## config.mk

```make
export PLATFORM = sky130hd
export DESIGN_NAME = generic_fifo_rd_drain
export DESIGN_NICKNAME = d
export VERILOG_FILES = /design/src/rtl/generic_fifo_rd_drain_pkg.sv /design/src/rtl/generic_fifo_rd_drain_obuf.sv /design/src/rtl/generic_fifo_rd_drain.sv
export SDC_FILE = /design/constraint.sdc
export NUM_CORES = 1
export LEC_CHECK = 0
export ABC_CLOCK_PERIOD_IN_PS = 2900
export CORE_MARGIN = 2
export CORE_UTILIZATION = 50
export DETAILED_ROUTE_END_ITERATION = 10
export PLACE_DENSITY = 0.8
export SYNTH_ARGS = -nofsm -noshare
export SYNTH_HDL_FRONTEND = slang
export SYNTH_HIERARCHICAL = 1
export SYNTH_SLANG_ARGS = --single-unit
```

## constraint.sdc

```tcl
create_clock -name clk -period 2.9 [get_ports clk]
set_input_delay 0.435 -clock clk [delete_from_list [all_inputs] [get_ports clk]]
set_output_delay 0.435 -clock clk [all_outputs]
set_load 0.03 [all_outputs]
```

## src/rtl/generic_fifo_rd_drain_pkg.sv

```systemverilog
// Shared types and limits for the FIFO read-side drain block.
package generic_fifo_rd_drain_pkg;

  typedef enum logic [1:0] {
    IDLE  = 2'd0,
    RUN   = 2'd1,
    FLUSH = 2'd2
  } state_e;

  // Supported range of the RAM read latency.
  localparam int unsigned RD_LAT_MIN = 1;
  localparam int unsigned RD_LAT_MAX = 3;

endpackage

```

## src/rtl/generic_fifo_rd_drain_obuf.sv

```systemverilog
// Circular output buffer: DEPTH x DAT_WIDTH, push/pop/clear, occupancy out.
// Ports: clk_i, rst_ni, clr_i, push_i, push_data_i, pop_i,
//        head_data_o, occ_o, ovf_o (push dropped because buffer full).
module generic_fifo_rd_drain_obuf #(
  parameter int unsigned DEPTH     = 2,
  parameter int unsigned DAT_WIDTH = 36
) (
  input  logic                         clk_i,
  input  logic                         rst_ni,
  input  logic                         clr_i,
  input  logic                         push_i,
  input  logic [DAT_WIDTH-1:0]         push_data_i,
  input  logic                         pop_i,
  output logic [DAT_WIDTH-1:0]         head_data_o,
  output logic [$clog2(DEPTH+1)-1:0]   occ_o,
  output logic                         ovf_o
);

  localparam int unsigned PW = (DEPTH > 1) ? $clog2(DEPTH) : 1;
  localparam int unsigned OW = $clog2(DEPTH + 1);

  logic [DAT_WIDTH-1:0] mem_q [DEPTH];
  logic [PW-1:0]        wr_ptr_q, rd_ptr_q;
  logic [OW-1:0]        occ_q;
  logic                 full, do_pop, do_push;

  function automatic logic [PW-1:0] ptr_inc(input logic [PW-1:0] p);
    return (p == PW'(DEPTH - 1)) ? '0 : p + PW'(1);
  endfunction

  assign full    = (occ_q == OW'(DEPTH));
  assign do_pop  = pop_i & (occ_q != '0);
  // A pop in the same cycle frees the slot, so a push into a full buffer is
  // only dropped when nothing leaves.
  assign do_push = push_i & (~full | do_pop);
  assign ovf_o   = push_i & full & ~do_pop & ~clr_i;

  always_ff @(posedge clk_i or negedge rst_ni) begin
    if (!rst_ni) begin
      wr_ptr_q <= '0;
      rd_ptr_q <= '0;
      occ_q    <= '0;
      for (int unsigned i = 0; i < DEPTH; i++) begin
        mem_q[i] <= '0;
      end
    end else if (clr_i) begin
      wr_ptr_q <= '0;
      rd_ptr_q <= '0;
      occ_q    <= '0;
    end else begin
      if (do_push) begin
        mem_q[wr_ptr_q] <= push_data_i;
        wr_ptr_q        <= ptr_inc(wr_ptr_q);
      end
      if (do_pop) begin
        rd_ptr_q <= ptr_inc(rd_ptr_q);
      end
      if (do_push && !do_pop) begin
        occ_q <= occ_q + OW'(1);
      end else if (do_pop && !do_push) begin
        occ_q <= occ_q - OW'(1);
      end
    end
  end

  assign head_data_o = mem_q[rd_ptr_q];
  assign occ_o       = occ_q;

endmodule

```

## src/rtl/generic_fifo_rd_drain.sv

```systemverilog
// FIFO read-side drain: pops the FIFO, absorbs RAM read latency, and presents
// a valid/ready stream with flush, word counter and sticky error.
// Ports: clk, reset_n, enable, fifo_rd_op, fifo_rd_data, fifo_rd_empty,
//        fifo_rd_empty_err, out_valid, out_data, out_ready, flush_req,
//        flush_busy, flush_done, word_cnt, err_sticky, err_clr.
module generic_fifo_rd_drain
  import generic_fifo_rd_drain_pkg::*;
#(
  parameter int unsigned DAT_WIDTH = 36,
  parameter int unsigned RD_LAT    = 1,
  parameter int unsigned OUT_DEPTH = 2,
  parameter int unsigned CNT_WIDTH = 16
) (
  input  logic                 clk,
  input  logic                 reset_n,
  input  logic                 enable,
  output logic                 fifo_rd_op,
  input  logic [DAT_WIDTH-1:0] fifo_rd_data,
  input  logic                 fifo_rd_empty,
  input  logic                 fifo_rd_empty_err,
  output logic                 out_valid,
  output logic [DAT_WIDTH-1:0] out_data,
  input  logic                 out_ready,
  input  logic                 flush_req,
  output logic                 flush_busy,
  output logic                 flush_done,
  output logic [CNT_WIDTH-1:0] word_cnt,
  output logic                 err_sticky,
  input  logic                 err_clr
);

  localparam int unsigned OW = $clog2(OUT_DEPTH + 1);

  if (RD_LAT < RD_LAT_MIN || RD_LAT > RD_LAT_MAX || OUT_DEPTH < RD_LAT + 1) begin : g_param_err
    $error("generic_fifo_rd_drain: unsupported RD_LAT/OUT_DEPTH combination");
  end

  state_e               state_q, state_d;
  logic [RD_LAT-1:0]    vld_q;
  logic [CNT_WIDTH-1:0] word_cnt_q;
  logic                 err_q;

  logic [OW-1:0]        occ;
  logic                 ovf, buf_clr, push, accept, credit_ok;
  logic [7:0]           inflight_n;

  // Outstanding reads: anything still travelling through the RAM latency.
  always_comb begin
    inflight_n = '0;
    for (int unsigned i = 0; i < RD_LAT; i++) begin
      inflight_n = inflight_n + 8'(vld_q[i]);
    end
  end

  assign accept    = out_valid & out_ready;
  // credit = OUT_DEPTH - occ - inflight + accept >= 1, kept non-negative.
  assign credit_ok = (8'(occ) + inflight_n) < (8'(OUT_DEPTH) + 8'(accept));

  assign fifo_rd_op = ~fifo_rd_empty &
                      (((state_q == RUN) & enable & credit_ok) | (state_q == FLUSH));

  always_comb begin
    state_d    = state_q;
    buf_clr    = 1'b0;
    flush_done = 1'b0;
    unique case (state_q)
      IDLE: begin
        if (flush_req) begin
          state_d = FLUSH;
          buf_clr = 1'b1;
        end else if (enable) begin
          state_d = RUN;
        end
      end
      RUN: begin
        if (flush_req) begin
          state_d = FLUSH;
          buf_clr = 1'b1;
        end else if (!enable) begin
          state_d = IDLE;
        end
      end
      FLUSH: begin
        if (fifo_rd_empty && (vld_q == '0)) begin
          flush_done = 1'b1;
          state_d    = IDLE;
        end
      end
      default: state_d = IDLE;
    endcase
  end

  // Words landing during FLUSH are discarded rather than buffered.
  assign push = vld_q[RD_LAT-1] & (state_q != FLUSH);

  generic_fifo_rd_drain_obuf #(
    .DEPTH     (OUT_DEPTH),
    .DAT_WIDTH (DAT_WIDTH)
  ) u_obuf (
    .clk_i       (clk),
    .rst_ni      (reset_n),
    .clr_i       (buf_clr),
    .push_i      (push),
    .push_data_i (fifo_rd_data),
    .pop_i       (accept),
    .head_data_o (out_data),
    .occ_o       (occ),
    .ovf_o       (ovf)
  );

  always_ff @(posedge clk or negedge reset_n) begin
    if (!reset_n) begin
      state_q    <= IDLE;
      vld_q      <= '0;
      word_cnt_q <= '0;
      err_q      <= 1'b0;
    end else begin
      state_q  <= state_d;
      vld_q[0] <= fifo_rd_op;
      for (int unsigned i = 1; i < RD_LAT; i++) begin
        vld_q[i] <= vld_q[i-1];
      end
      if (accept) begin
        word_cnt_q <= word_cnt_q + CNT_WIDTH'(1);
      end
      if (fifo_rd_empty_err || ovf) begin
        err_q <= 1'b1;
      end else if (err_clr) begin
        err_q <= 1'b0;
      end
    end
  end

  assign out_valid  = (occ != '0) & (state_q != FLUSH);
  assign flush_busy = (state_q == FLUSH);
  assign word_cnt   = word_cnt_q;
  assign err_sticky = err_q;

endmodule

```

# Word-level counts from Yosys, hierarchy flattened
# Cells that the tools add are included.
[totals] wordCells=90 out_inout_bits=57 register_bits=96 input_bits=44
[op_classes] bitwise=20 add_sub_neg=7 eq_ne=7 mux=27 reduce_logical=16 order_cmp=4
[op_table] cell="two-way mux 36 bit" count=4
[op_table] cell="bitwise mux 72 bit" count=1
[op_table] cell="demux 36 bit (select 1 bit)" count=1
[op_table] cell="adder 16 x 1 -> 16 bit, second input constant" count=1
[op_table] cell="two-way mux 2 bit" count=8
[op_table] cell="two-way mux 1 bit" count=12
[op_table] cell="AND 1 bit" count=11
[op_table] cell="nonzero test 2 bit" count=4
[op_table] cell="!= test 3 bit, second input constant" count=2
[op_table] cell="case mux 2 bit (3 select lines)" count=1
[op_table] cell="inverter 1 bit" count=5
[op_table] cell="== test 2 bit, second input constant" count=2
[op_table] cell="greater-or-equal comparator 2 bit, second input constant" count=2
[op_table] cell="logical AND 1 bit" count=4
[op_table] cell="inverter 1 -> 2 bit" count=2
[op_table] cell="adder 2 x 1 -> 3 bit" count=1
[op_table] cell="adder 2 x 1 -> 3 bit, first input constant" count=1
[op_table] cell="less-than comparator 3 bit" count=1
[op_table] cell="AND reduction 3 bit" count=1
[op_table] cell="nonzero test 3 bit" count=1
[op_table] cell="adder 1 bit, second input constant" count=2
[op_table] cell="adder 2 x 1 -> 2 bit, second input constant" count=1
[op_table] cell="== test 2 x 1 -> 1 bit, second input constant" count=1
[op_table] cell="zero test 1 bit" count=2
[op_table] cell="9 further kinds" count=10

# Longest topological paths before layout
# Gate-level depths: netlist (run 1).
[logic_depth] ltp_word=11 mapped_depth=8 depth_no_buf=7

# Modules after synthesis
# Netlist (run 1), hierarchy kept.
[modules_own_cells] module="generic_fifo_rd_drain_obuf" cells_each=218 instances=1 area_each_um2=3477.1 seq_area_each_um2=1901.8
[modules_own_cells] module="generic_fifo_rd_drain" cells_each=88 instances=1 area_each_um2=982.2 seq_area_each_um2=500.5

# Worst setup path before layout (run 1)
# Ideal clock, no wire load.
[synth_timing] kind="reg2reg" from="register u_obuf.occ_q[0], in the netlist u_obuf/occ_o[0]" to="register u_obuf/mem_q[0] (netlist name)" period_less_slack_ps=2233 stages_incl_launch_ff=9 setup_slack_ps=667 setup_time_ps=125 t_required_ps=2775 arrival_ps=2108 path_buffers=2 path_cell_list="dfrtp_1 > or2_1 > nand3_1 > inv_1 > or3b_4 > and4b_1 > buf_6 > buf_12 > mux2_4"
[synth_between] elab_chain_len=7 word_cells_on_any_way=9 classes_between="eq/ne: 1; bitwise: 6; reduce/logical: 2"
[synth_rtl] element="from (decl)" line_no="generic_fifo_rd_drain_obuf.sv:24" text="logic [OW-1:0] occ_q;"
[synth_rtl] element="from (signal assigned)" line_no="generic_fifo_rd_drain_obuf.sv:59" text="occ_q <= occ_q + OW'(1);"
[synth_rtl] element="from (signal assigned)" line_no="generic_fifo_rd_drain_obuf.sv:61" text="occ_q <= occ_q - OW'(1);"
[synth_rtl] element="nonzero test 2 bit" line_no="generic_fifo_rd_drain.sv:134" text="assign out_valid = (occ != '0) & (state_q != FLUSH);"
[synth_rtl] element="AND 1 bit" line_no="generic_fifo_rd_drain.sv:134"
[synth_rtl] element="AND 1 bit" line_no="generic_fifo_rd_drain.sv:55" text="assign accept = out_valid & out_ready;"
[synth_rtl] element="named net accept" line_no="generic_fifo_rd_drain.sv:44" text="logic ovf, buf_clr, push, accept, credit_ok;"
[synth_rtl] element="AND 1 bit" line_no="generic_fifo_rd_drain_obuf.sv:32" text="assign do_pop = pop_i & (occ_q != '0);"
[synth_rtl] element="bitwise OR 1 bit" line_no="generic_fifo_rd_drain_obuf.sv:35" text="assign do_push = push_i & (~full | do_pop);"
[synth_rtl] element="AND 1 bit" line_no="generic_fifo_rd_drain_obuf.sv:35"
[synth_rtl] element="AND reduction 2 bit (no source line)"
[synth_rtl] element="to (signal, indexed assignment)" line_no="generic_fifo_rd_drain_obuf.sv:52" text="mem_q[wr_ptr_q] <= push_data_i;"
[synth_rtl] element="to (decl)" line_no="generic_fifo_rd_drain_obuf.sv:22" text="logic [DAT_WIDTH-1:0] mem_q [DEPTH];"
# The timed path passes the listed nets, and every way through them passes these cells.
# A chain may end at the register's enable or synchronous reset.

# Worst setup path in the final report (run 1)
[layout_timing] from="register u_obuf.occ_q[0], in the netlist u_obuf/occ_o[0]" to="output fifo_rd_op"
[layout_between] elab_chain_len=8 word_cells_on_any_way=9 classes_between="add/sub: 2; order compare: 1; bitwise: 5; reduce/logical: 1"
[layout_rtl] element="nonzero test 2 bit" line_no="generic_fifo_rd_drain.sv:134"
[layout_rtl] element="AND 1 bit" line_no="generic_fifo_rd_drain.sv:134"
[layout_rtl] element="AND 1 bit" line_no="generic_fifo_rd_drain.sv:55"
[layout_rtl] element="adder 2 x 1 -> 3 bit" line_no="generic_fifo_rd_drain.sv:57" text="assign credit_ok = (8'(occ) + inflight_n) < (8'(OUT_DEPTH) + 8'(accept));"
[layout_rtl] element="less-than comparator 3 bit *" line_no="generic_fifo_rd_drain.sv:57"
[layout_rtl] element="AND 1 bit *" line_no="generic_fifo_rd_drain.sv:60" text="(((state_q == RUN) & enable & credit_ok) | (state_q == FLUSH));"
[layout_rtl] element="bitwise OR 1 bit *" line_no="generic_fifo_rd_drain.sv:60"
[layout_rtl] element="AND 1 bit *" line_no="generic_fifo_rd_drain.sv:59" text="assign fifo_rd_op = ~fifo_rd_empty &"
[layout_rtl] element="to (decl)" line_no="generic_fifo_rd_drain.sv:17" text="output logic fifo_rd_op,"
# Every way passes the cells marked *; elsewhere a longest branch is shown, timed or not.

==> results of run 1 <==
-- per-layer routing --
layer,global-route usage (%),wire length [um]
met5,0,0
met2,27.94,4000
met4,7.271,144
met3,4.610,462
met1,26.88,4121
-- logic make-up after synthesis --
group | count (synthesis) | synth area share, %
AND/OR/NAND/NOR | 58 | 8.250
flip-flops | 96 | 53.87
XOR/XNOR | 16 | 3.143
multiplexers | 108 | 29.80
buffers and inverters | 16 | 2.750
adder cells (fa/ha/maj) | 3 | 0.8418
AO/OA/AOI/OAI | 9 | 1.347
-- power by group through the flow --
stage	Clock (mW)	Combinational, mW	Sequential [mW]
2_1_floorplan	0	1.98	2.18
3_3_place_gp	0	2.90	2.21
3_5_place_dp	0	2.95	2.24
4_1_cts	1.01	2.97	2.23
5_1_grt	1.08	3.11	2.30
6_report	0.982	2.94	2.22
-- sequential cells by signal, indices dropped and copies added (netlist names) --
name,count
word_cnt,16
u_obuf/mem_q,72
u_obuf/rd_ptr_q,1
u_obuf/occ_o,2
vld_q,1
u_obuf/wr_ptr_q,1
err_sticky,1
state_q,2
-- cell usage in the layout, fill, tap and decap left out, types with 4 or more instances in the layout --
cell type,count
clkbuf_8,10
nand4_1,4
mux2_2,78
nand3_1,6
buf_12,4
mux2_4,30
nor2_1,11
clkdlybuf4s50_1,99
dfrtp_1,95
nand2_1,10
xnor2_1,13
-- area by class of cell --
class | count | area [sq um] | share of cell area (%)
Tap cell | 108 | 135.1 | 2.328
Multi-Input combinational cell | 194 | 1936 | 33.34
Sequential cell | 96 | 2404 | 41.40
Inverter | 4 | 17.52 | 0.3017
Clock inverter | 6 | 90.09 | 1.552
Clock buffer | 10 | 137.6 | 2.371
Timing Repair Buffer | 105 | 1086 | 18.71
-- per-stage QoR --
stage	power [mW]	cell area (sq um)	hold WS [ps]	setup slack (ps)
5_1_grt	6.490	5806	109.2	100.6
3_3_place_gp	5.116	5578	462.3	394.4
4_1_cts	6.205	5806	100.1	183.1
2_1_floorplan	4.159	4459	139.4	666.5
6_report	6.143	5806	78.33	208.0
3_5_place_dp	5.190	5578	462.5	359.2
-- worst paths after layout --
| path | start | to | slack (ps) | depth (start not counted) |
|---|---|---|---|---|
| max in group asynchronous | reset_n | u_obuf/mem_q[15] | 2110 | 2 |
| min in group clk | word_cnt[15] | word_cnt[15] | 480 | 1 |
| setup reg to reg | u_obuf/occ_o[0] | u_obuf/mem_q[15] | 490 | 7 |
| hold / removal | reset_n | vld_q | 80 | 1 |
| setup / recovery | u_obuf/occ_o[0] | fifo_rd_op | 210 | 5 |
| hold reg to reg | word_cnt[15] | word_cnt[15] | 480 | 1 |
-- worst max-delay path, stage by stage (launching register included) --
cell	delay [ps]
dfrtp_1	480
ha_1	220
ha_1	180
nor3_1	170
a31o_2	190
clkdlybuf4s50_1	670
==> flow_metrics.tcl, run 1 <==
set metrics [dict create \
    synth_edf_count 0 \
    slew_headroom_pct 58.54 \
    fillers 653 \
    async_reset_ff_share_pct 100.0 \
    cellInternalPower_mw 3.957 \
    die_w_um 98.44 \
    drive_above_1_share_pct 34.22 \
    route.detailed.drc 0 \
    slew_violations 0 \
    cts-root-buf "clkbuf_8" \
    synth_cells 306 \
    antenna_found_initial 0 \
    critical_path_class "flop to output pin" \
    ys_ff_latch 96 \
    synth_most_common_cell "dfrtp_1" \
    vdd_drop_max_mv 0.6183 \
    yosysTopAreaCellShare_pct 53.87 \
    wirelength_mm 8.728 \
    worstSetupStartpointType "flop" \
    cp-end-kind "output pin" \
    port_buffers 100 \
    finalSetupTns_ps 0 \
    die_h_um 98.44 \
    drt_iter0_drc 65 \
    cts_resized 0 \
    worstMarginPinSlew_ps 621.8 \
    rsz0062_at_grt "false" \
    seq_power_share_pct 36.2 \
    stdcell_count 523 \
    synth_commonest_cells "dfrtp_1 (96), mux2_2 (78), mux2_4 (30), xnor2_1 (13), nor2_1 (11)" \
    routabilityCongestion 0.8098 \
    fin_crit_ps 2692 \
    cp_max_fo 10 \
    core_area_sq_mm 0.008678 \
    switching_power_mw 2.186 \
    ys.flop_type "dfrtp_1" \
    synth_nets 353 \
    p_per_area_mw_per_mm2 1058 \
    cp.required_ps 2470 \
    fmax_ghz 0.3715 \
    dpl.hpwl_mm 5.749 \
    syn_area_per_cell_sq_um 14.57 \
    rows 34 \
    skew_ps 12.34 \
    fin_crit_sh_pct 92.83 \
    dp_cells 507 \
    diodes 0 \
    synth.distinct_cells 41 \
    grt_pass1_vias 2953 \
    clock_power_share_pct 16.0 \
    arrival_ps 2260 \
    grt_util_all_layers_pct 18.79 \
    grt_max_degree 51 \
    post_cts_buffers 0 \
    status "completed" \
    clock_sinks 96 \
    htreeDepth 3 \
    numCtsBuffers 9 \
    hp-class "input port to asynchronous set/reset pin" \
    setup_violations 0 \
    yosysSeqAreaShare_pct 53.87 \
    synth.largest_area_cell "dfrtp_1" \
    routedWlPerCell_um 16.69 \
    start_util_pct 51.38 \
    grt_pass1_wl_mm 14.58 \
    area_growth_pct 30.19 \
    cts_tree "built" \
    ys_warn_count 6 \
    hold_viol_final 0 \
    yosys-top-cells-area "dfrtp_1 (54%), mux2_2 (20%), mux2_4 (10%)" \
    clk_latency_ps 350 \
    power.leakage_nw 2.513 \
    cap_violations 0 \
    firstDrtPassIters 4 \
    clock_path_buffers 2 \
    fin_util_pct 66.90 \
    nets 457 \
    swShare_pct 35.59 \
    syn_area_sq_mm 0.004459 \
    holdBufCountCts 0 \
    vias 2754 \
    dieArea_sq_mm 0.009690 \
    cts.clk_slew.worst_paths_ps 100 \
    grt-ovfl-total 0 \
    io_pins 101 \
    ant_nets 0 \
    p_comb_share_pct 47.8 \
    viasPerCell 5.266 \
]
Power figures use the tool's default switching activity.
==> run 2: changes to the inputs <==
--- a/config.mk
+++ b/config.mk
@@ -9,6 +9,7 @@
 export CORE_MARGIN = 2
 export CORE_UTILIZATION = 50
 export DETAILED_ROUTE_END_ITERATION = 10
+export MAX_ROUTING_LAYER = met4
 export PLACE_DENSITY = 0.8
 export SYNTH_ARGS = -nofsm -noshare
 export SYNTH_HDL_FRONTEND = slang
==> run 2 against run 1 <==
Against the previous run: global-route usage grew 0.57 points; largest cell class unchanged; wire length is the same; largest power group unchanged; sequential share of layout area is the same; fmax shrank 0.20%; clock power is essentially flat; die area is the same; setup slack lost 5.4 ps; flip-flop and latch count is the same.
==> flow_metrics.tcl, run 2 (synthesized netlist as in run 1, its figures left out) <==
set metrics [dict create \
    critical_path_buf_inv_count 1 \
    slew_violations 0 \
    start_util_pct 51.38 \
    htreeDepth 3 \
    ant_nets 0 \
    cap_violations 0 \
    final_cell_mix "clkdlybuf4s50_1 (99), dfrtp_1 (95), mux2_2 (78), mux2_4 (30), xnor2_1 (13)" \
    slowest_delay_ps 670 \
    dpl_cell_area_sq_mm 0.005578 \
    largest_reg_flops 72 \
    clock_sinks 96 \
    slowest_stage "clkdlybuf4s50_1" \
    crit_top_cell "ha_1" \
    cts-root-buf "clkbuf_8" \
    r2r_cells 7 \
    numCtsBuffers 9 \
    place_ws_ps 359.2 \
    grt_max_degree 51 \
    final_area_sq_mm 0.005806 \
    worstSetupStartpointType "flop" \
    area_growth_pct 30.19 \
    firstDrtPassIters 4 \
    port_buffers 100 \
    wirelength_mm 8.728 \
    diodes 0 \
    post_cts_buffers 0 \
    clk_latency_ps 360 \
    routabilityCongestion 0.8218 \
    rsz0062_at_grt "false" \
    hold_slack_ps 71.87 \
    die_h_um 98.44 \
    drive_above_1_share_pct 34.22 \
    regMostFlops "u_obuf/mem_q" \
    status "completed" \
    power.leakage_nw 2.513 \
    hp-class "input port to asynchronous set/reset pin" \
    core_area_sq_mm 0.008678 \
    m1WireLength_mm 4.136 \
    cp_num_cells 5 \
    cts_resized 0 \
    skew_ps 12.75 \
    p_per_area_mw_per_mm2 1058 \
    nets 457 \
    final_common_cell "clkdlybuf4s50_1" \
    setup_ws_ps 202.6 \
    grt_pass1_wl_mm 14.55 \
    drt_iter0_drc 67 \
    cts_tree "built" \
    dpl.hpwl_mm 5.749 \
    routedWlPerCell_um 16.69 \
    cp_top_family "buffers and inverters" \
    critical_path_class "flop to output pin" \
    rows 34 \
    io_pins 101 \
    holdBufCountCts 0 \
    grt_pass1_vias 2971 \
    dieArea_sq_mm 0.009690 \
    topRoutingLayerUsed "met4" \
    clock_path_buffers 2 \
    finalSetupTns_ps 0 \
    cp_max_fo 10 \
    slew_headroom_pct 59.01 \
    setup_violations 0 \
    vias 2760 \
    fin_crit_sh_pct 93.01 \
    wl_met2_mm 3.996 \
    worstMarginPinSlew_ps 612.6 \
    cp.required_ps 2470 \
    viasPerCell 5.277 \
    grt_util_all_layers_pct 19.37 \
    cts.clk_slew.worst_paths_ps 100 \
    fmax_ghz 0.3707 \
    arrival_ps 2260 \
    crit_chain "ha_1, ha_1, nor3_1, a31o_2, clkdlybuf4s50_1" \
    hold_viol_final 0 \
    fin_crit_ps 2697 \
    cp-end-kind "output pin" \
    die_w_um 98.44 \
    grt-ovfl-total 0 \
    route.detailed.drc 0 \
    dr_wl_met3_um 419 \
    antenna_found_initial 0 \
    vdd_drop_max_mv 0.6168 \
]
## run 2: cell counts in the layout (fill, tap and decap cells not counted)
Identical to the previous run, type by type.
## run 2: metrics by stage
stage | total power [mW] | utilization, % | cells
final | 6.144 | 66.90 | 523
after global routing | 6.490 | 66.90 | 523
after CTS | 6.205 | 66.90 | 523
after detailed placement | 5.190 | 64.27 | 507
after global placement | 5.116 | 64.27 | 507
after floorplan | 4.159 | - | 306
## run 2: layout make-up
cell class	count	area (sq um)
clock buffer	10	137.6
clock inverter	6	90.09
fill	653	2873
inverter	4	17.52
multi-input combinational	194	1936
sequential	96	2404
tap	108	135.1
timing repair buffer	105	1086
## run 2: final timing paths
kind,start,to,slack [ps]
hold reg to reg,word_cnt[15],word_cnt[15],480
max in group asynchronous,reset_n,u_obuf/mem_q[70],2110
min in group clk,word_cnt[15],word_cnt[15],480
setup / recovery,u_obuf/occ_o[0],fifo_rd_op,200
setup reg to reg,u_obuf/occ_o[0],u_obuf/mem_q[25],490
hold / removal,reset_n,vld_q,70
## run 2: power breakdown
part           switching, mW  total (mW)  leakage, nW  internal, mW
sequential             0.335        2.23         1.20          1.89
combinational           1.38        2.94         1.20          1.55
clock                  0.471       0.983        0.113         0.513
total                   2.19        6.14         2.51          3.96
## run 2: per-layer routing
layer	global-route usage (%)	vias to the layer above
met5	-	-
met4	7.271	0
met2	28.26	69
met1	26.78	1381
met3	4.326	13
li1	-	1297
